==> src/rtl/fpu_result_queue.sv <==
// fpu_result_queue: FIFO buffer for FPU results headed to core writeback,
// plus the sticky fflags CSR and a retired-exception interrupt pulse.
// Head-entry fields drive out_* directly from storage, so a push is
// visible to the consumer one cycle after it is accepted.
module fpu_result_queue #(
    parameter  int STD   = 15,
    parameter  int INT_W = 32,
    parameter  int DEPTH = 4,
    parameter  int TAG_W = 5,
    localparam int PTR_W = $clog2(DEPTH),
    localparam int CNT_W = $clog2(DEPTH + 1)
) (
    input  logic             clk,
    input  logic             rst,

    input  logic             in_valid,
    output logic             in_ready,
    input  logic [TAG_W-1:0] in_tag,
    input  logic             in_is_int,
    input  logic [STD:0]     in_fp,
    input  logic [INT_W-1:0] in_int,
    input  logic [4:0]       in_flags,
    input  logic             in_exc,

    output logic             out_valid,
    input  logic             out_ready,
    output logic [TAG_W-1:0] out_tag,
    output logic             out_is_int,
    output logic [STD:0]     out_fp,
    output logic [INT_W-1:0] out_int,

    input  logic             flush,
    input  logic             csr_wr,
    input  logic [4:0]       csr_wdata,
    output logic [4:0]       fflags,
    output logic [CNT_W-1:0] count,
    output logic             irq
);

    localparam logic [4:0] FLAG_NV = 5'b10000;

    // Entry storage; data is never reset, validity is tracked by count_q.
    logic [TAG_W-1:0] tag_mem_q    [DEPTH];
    logic             is_int_mem_q [DEPTH];
    logic [STD:0]     fp_mem_q     [DEPTH];
    logic [INT_W-1:0] int_mem_q    [DEPTH];
    logic [4:0]       flags_mem_q  [DEPTH];
    logic             exc_mem_q    [DEPTH];

    logic [PTR_W-1:0] wr_ptr_q, wr_ptr_d;
    logic [PTR_W-1:0] rd_ptr_q, rd_ptr_d;
    logic [CNT_W-1:0] count_q,  count_d;
    logic [4:0]       fflags_q, fflags_d;
    logic             irq_q,    irq_d;

    logic             push;
    logic             pop;
    logic [4:0]       head_flags;

    assign in_ready  = (count_q != CNT_W'(DEPTH));
    assign out_valid = (count_q != '0);

    assign push = in_valid & in_ready & ~flush;
    assign pop  = out_valid & out_ready & ~flush;

    assign out_tag    = tag_mem_q[rd_ptr_q];
    assign out_is_int = is_int_mem_q[rd_ptr_q];
    assign out_fp     = fp_mem_q[rd_ptr_q];
    assign out_int    = int_mem_q[rd_ptr_q];

    // A retired exception always contributes NV on top of the op's own flags.
    assign head_flags = flags_mem_q[rd_ptr_q] | (exc_mem_q[rd_ptr_q] ? FLAG_NV : 5'b00000);

    assign fflags = fflags_q;
    assign count  = count_q;
    assign irq    = irq_q;

    // Write the incoming result into the tail slot on an accepted push.
    always_ff @(posedge clk) begin
        if (push) begin
            tag_mem_q[wr_ptr_q]    <= in_tag;
            is_int_mem_q[wr_ptr_q] <= in_is_int;
            fp_mem_q[wr_ptr_q]     <= in_fp;
            int_mem_q[wr_ptr_q]    <= in_int;
            flags_mem_q[wr_ptr_q]  <= in_flags;
            exc_mem_q[wr_ptr_q]    <= in_exc;
        end
    end

    // Next-state for pointers, occupancy, sticky flags and interrupt pulse.
    always_comb begin
        wr_ptr_d = wr_ptr_q;
        rd_ptr_d = rd_ptr_q;
        count_d  = count_q;
        fflags_d = fflags_q;
        irq_d    = pop & exc_mem_q[rd_ptr_q];

        if (push) begin
            wr_ptr_d = wr_ptr_q + PTR_W'(1);
        end

        if (flush) begin
            rd_ptr_d = wr_ptr_q;
            count_d  = '0;
        end else begin
            if (pop) begin
                rd_ptr_d = rd_ptr_q + PTR_W'(1);
            end
            case ({push, pop})
                2'b10:   count_d = count_q + CNT_W'(1);
                2'b01:   count_d = count_q - CNT_W'(1);
                default: count_d = count_q;
            endcase
        end

        // A concurrent CSR write never hides flags from an entry retiring now.
        if (csr_wr && pop) begin
            fflags_d = csr_wdata | head_flags;
        end else if (csr_wr) begin
            fflags_d = csr_wdata;
        end else if (pop) begin
            fflags_d = fflags_q | head_flags;
        end
    end

    // Control state register with synchronous reset taking priority over everything.
    always_ff @(posedge clk) begin
        if (rst) begin
            wr_ptr_q <= '0;
            rd_ptr_q <= '0;
            count_q  <= '0;
            fflags_q <= '0;
            irq_q    <= 1'b0;
        end else begin
            wr_ptr_q <= wr_ptr_d;
            rd_ptr_q <= rd_ptr_d;
            count_q  <= count_d;
            fflags_q <= fflags_d;
            irq_q    <= irq_d;
        end
    end

endmodule
==> config.mk <==
export PLATFORM = sky130hd
export DESIGN_NAME = fpu_result_queue
export DESIGN_NICKNAME = d
export VERILOG_FILES = /design/src/rtl/fpu_result_queue.sv
export SDC_FILE = /design/constraint.sdc
export NUM_CORES = 1
export LEC_CHECK = 0
export CORE_ASPECT_RATIO = 1.1
export CORE_MARGIN = 4
export CORE_UTILIZATION = 58
export DETAILED_ROUTE_END_ITERATION = 8
export GPL_TIMING_DRIVEN = 0
export PLACE_DENSITY = 0.95
export SKIP_CTS_REPAIR_TIMING = 1
export SLEW_MARGIN = 20
export SYNTH_ARGS = -nofsm -noshare
export SYNTH_HDL_FRONTEND = slang
export SYNTH_SLANG_ARGS = --single-unit
==> constraint.sdc <==
create_clock -name clk -period 8.85 [get_ports clk]
set_clock_uncertainty 0.05 [all_clocks]
set_input_delay 1.77 -clock clk [delete_from_list [all_inputs] [get_ports clk]]
set_output_delay 1.77 -clock clk [all_outputs]
set_load 0.01 [all_outputs]
==> results.py <==
metrics = {
    "clocking": {
        "max-clock-path-buffers": 3,
        "count_of_clock_tree_sinks": 255,
        "clkLatencyLatePin_ns": 0.50,
        "clock-root-buffer": "clkbuf_16",
        "cts_tree": "done",
        "cts.reportedPaths.clkPinSlew_ns": 0.06,
        "cts_made_buffers": 25,
        "htree_depth": 1,
    },
    "sta": {
        "holdWs_ns": 0.486,
        "worst_rel_slew_slack_pct": 61.3,
        "slew_viol_final": 0,
        "final_worst_path_period_share_pct": 49.0,
        "number_of_failing_hold_endpoints_at_the_final_stage": 0,
        "rsz_0062_raised_after_global_routing": "no",
        "final-setup-viol-count": 0,
        "fin_tns_setup_ns": 0,
        "tightest_slew_ns": 0.579,
        "min_period_ns": 4.34,
        "fmax_mhz": 231,
    },
    "die": {
        "die_area_um2": 18500,
        "chip_width_um": 130,
        "number_of_top_level_pins": 136,
        "core-area_um2": 15900,
        "start_util_pct": 59.9,
        "std_cell_rows": 48,
        "die_h_um": 142,
    },
    "routing": {
        "ant_nets": 0,
        "dr.pass1.iters": 4,
        "detail_routed_net_length_per_standard_cell_um": 23.0,
        "drt-vias-per-instance": 5.96,
        "dr.first_iter.drc_count": 265,
        "routed_wl_um": 17800,
        "drc": 0,
        "route.vias.total": 4613,
    },
    "synthesis": {
        "synthesis.instances": 395,
        "synth-warning-count": 0,
        "edff_count_synth": 240,
        "mappedNetlistArea_um2": 9500,
        "yosys_register_bits": 255,
        "mapped_avg_cell_area_um2": 24.0,
        "yosysTopAreaCellShare_pct": 75.9,
        "yosysUniqueCellTypes": 33,
        "yosys-top-cells-area": "edfxtp_1, mux4_2, dfxtp_1",
        "synth_top_flop_cell": "edfxtp_1",
        "yosysSeqAreaShare_pct": 79.0,
        "synth_nets": 472,
        "yosysTopAreaCell": "edfxtp_1",
        "synth-async-reset-ratio_pct": 0,
    },
    "final_layout": {
        "share_of_final_layout_standard_cells_stronger_than_drive_strength_1_pct": 19.2,
        "layout_commonest_cell": "edfxtp_1",
        "layout_common_cells": "edfxtp_1, clkdlybuf4s50_1, mux4_2, clkbuf_16, dfxtp_1",
        "area_delta_synth_final_pct": 25.9,
        "n_antenna_cell": 0,
        "net_count_final": 636,
        "area_of_all_placed_cells_without_fillers_um2": 12000,
        "final.fill_count": 848,
    },
    "global_routing": {
        "via_count_of_the_first_global_routing_pass": 5030,
        "number_of_antenna_violations_at_the_first_check_in_global_routing": 0,
        "global_route_wire_length_before_repair_um": 27900,
        "grt_max_degree": 32,
        "grt_resource_usage_total_pct": 19.9,
        "globalRouteOverflowTotal": 0,
    },
    "worst_setup_path": {
        "crit_path_max_incr_delay_ns": 0.51,
        "source_of_the_worst_register_to_register_timing_path": "count[2]$_SDFFE_PP0P_",
        "cpMaxStageDelayCell": "clkdlybuf4s50_1",
        "worst-setup-path-type": "reg2out",
        "worst-r2r-setup-slack_ns": 6.38,
        "crit_required_ns": 7.03,
        "most_used_cell_along_the_critical_path": "buf_2",
        "crit_path_cell_trace": "buf_2 > buf_2 > mux4_2 > clkdlybuf4s50_1",
        "rr_worst_depth": 9,
        "worstSetupEndpointType": "output port",
        "cp.arrival_ns": 2.52,
        "worstSetupEndpoint": "out_tag[3]",
        "cp-start-kind": "register",
        "rr_endpoint": "count[2]$_SDFFE_PP0P_",
        "cp_max_fo": 10,
    },
    "worst_hold_path": {
        "worst_hold_path.num_cells": 2,
        "hold_class": "reg2reg",
    },
    "power_and_ir_drop": {
        "sequential_power_share_pct": 52.7,
        "clockPowerShare_pct": 39.2,
        "irDropWorstVdd_uv": 196,
        "leakagePower_nw": 3.85,
        "internal_power_w": 0.00207,
        "power.share.switching_pct": 19.5,
        "pwr_density_cell_nw_per_um2": 215,
        "comb_power_share_pct": 8.0,
        "switchingPower_w": 0.000499,
    },
    "status": {
        "outcome": "finished clean",
    },
    "placed_design": {
        "port_buffers": 133,
        "finalWeightedCongestion": 0.738,
        "placement.cell_area_um2": 11200,
        "dpl.hpwl_um": 11400,
    },
    "flow_run": {
        "number_of_max_capacitance_violations_reported": 0,
    },
}
flip-flops by register name, indices dropped and copies added, names as in the netlist, named ones only:
register	cells
count	3
fflags	5
rd_ptr_q	2
tag_mem_q	20
flags_mem_q	20
wr_ptr_q	2
int_mem_q	128
fp_mem_q	64
exc_mem_q	4
is_int_mem_q	4
irq	1
Yosys cell counts, types with 3 or more instances:
cell type / n
a21oi_1: 9
and3_1: 5
buf_12: 6
buf_2: 7
dfxtp_1: 15
edfxtp_1: 240
ha_1: 5
inv_1: 8
mux2i_1: 5
mux4_1: 7
mux4_2: 53
nand3_1: 6
nor2_1: 3
o21ai_0: 3
cells by family (layout without fill, tap and decap cells):
group                      count (synthesis)  after routing  share of synthesized area (%)
muxes                                     65             65                           15.0
DFF                                      255            255                           79.0
buffers and inverters                     25            204                           2.19
AOI/OAI and AO/OA                         18             18                           1.20
adders and majority gates                  6              6                          0.869
xor gates and xnor gates                   3              3                          0.277
and+or+nand+nor                           23             23                           1.40
worst max-delay path: cells and delay by family (launching register included):
family	cells	cell delay [ns]
buffers and inverters	3	1.18
muxes	1	0.37
DFF	1	0.47
layer usage:
layer	vias up	global-route usage, %	routed length, um
li1	2003	-	-
met2	166	34.1	9540
met5	-	0	0
met1	2399	26.2	6650
met4	0	5.80	452
met3	45	3.90	1150
metrics by stage:
step / util [%] / setup slack (ns) / power (W) / cells
after floorplan: - / 4.68 / 0.00147 / 395
after global placement: 69.9 / 3.35 / 0.00157 / 728
after detailed placement: 70.5 / 4.74 / 0.00159 / 732
after CTS: 75.4 / 4.44 / 0.00259 / 774
after global routing: 75.4 / 4.40 / 0.00266 / 774
final: 75.4 / 4.51 / 0.00256 / 774
cell type report:
| type | instances | area, um2 | area share [%] |
|---|---|---|---|
| sequential | 255 | 7510 | 62.8 |
| clock buffer | 30 | 644 | 5.39 |
| clock inverter | 12 | 133 | 1.11 |
| timing repair buffer | 137 | 1410 | 11.8 |
| tap | 200 | 250 | 2.09 |
| inverter | 8 | 30.0 | 0.251 |
| multi-input combinational | 115 | 1800 | 15.1 |
| buffer | 17 | 178 | 1.49 |
power groups by stage:
stage | Sequential, W | Combinational [W] | Clock, W
CTS | 0.00135 | 0.000209 | 0.00103
floorplan | 0.00138 | 0.0000936 | 0
global placement | 0.00138 | 0.000197 | 0
detailed placement | 0.00138 | 0.000207 | 0
finish | 0.00135 | 0.000206 | 0.00101
global route | 0.00135 | 0.000219 | 0.00108
worst min path at each step:
stage,start,endpoint
after floorplan,wr_ptr_q[0]$_SDFFE_PP0P_,wr_ptr_q[0]$_SDFFE_PP0P_
after global placement,wr_ptr_q[0]$_SDFFE_PP0P_,wr_ptr_q[0]$_SDFFE_PP0P_
after detailed placement,wr_ptr_q[1]$_SDFFE_PP0P_,wr_ptr_q[1]$_SDFFE_PP0P_
after CTS,wr_ptr_q[1]$_SDFFE_PP0P_,wr_ptr_q[1]$_SDFFE_PP0P_
after global routing,wr_ptr_q[1]$_SDFFE_PP0P_,wr_ptr_q[1]$_SDFFE_PP0P_
final,wr_ptr_q[1]$_SDFFE_PP0P_,wr_ptr_q[1]$_SDFFE_PP0P_
Note: power is estimated with default switching activity, not from simulation.
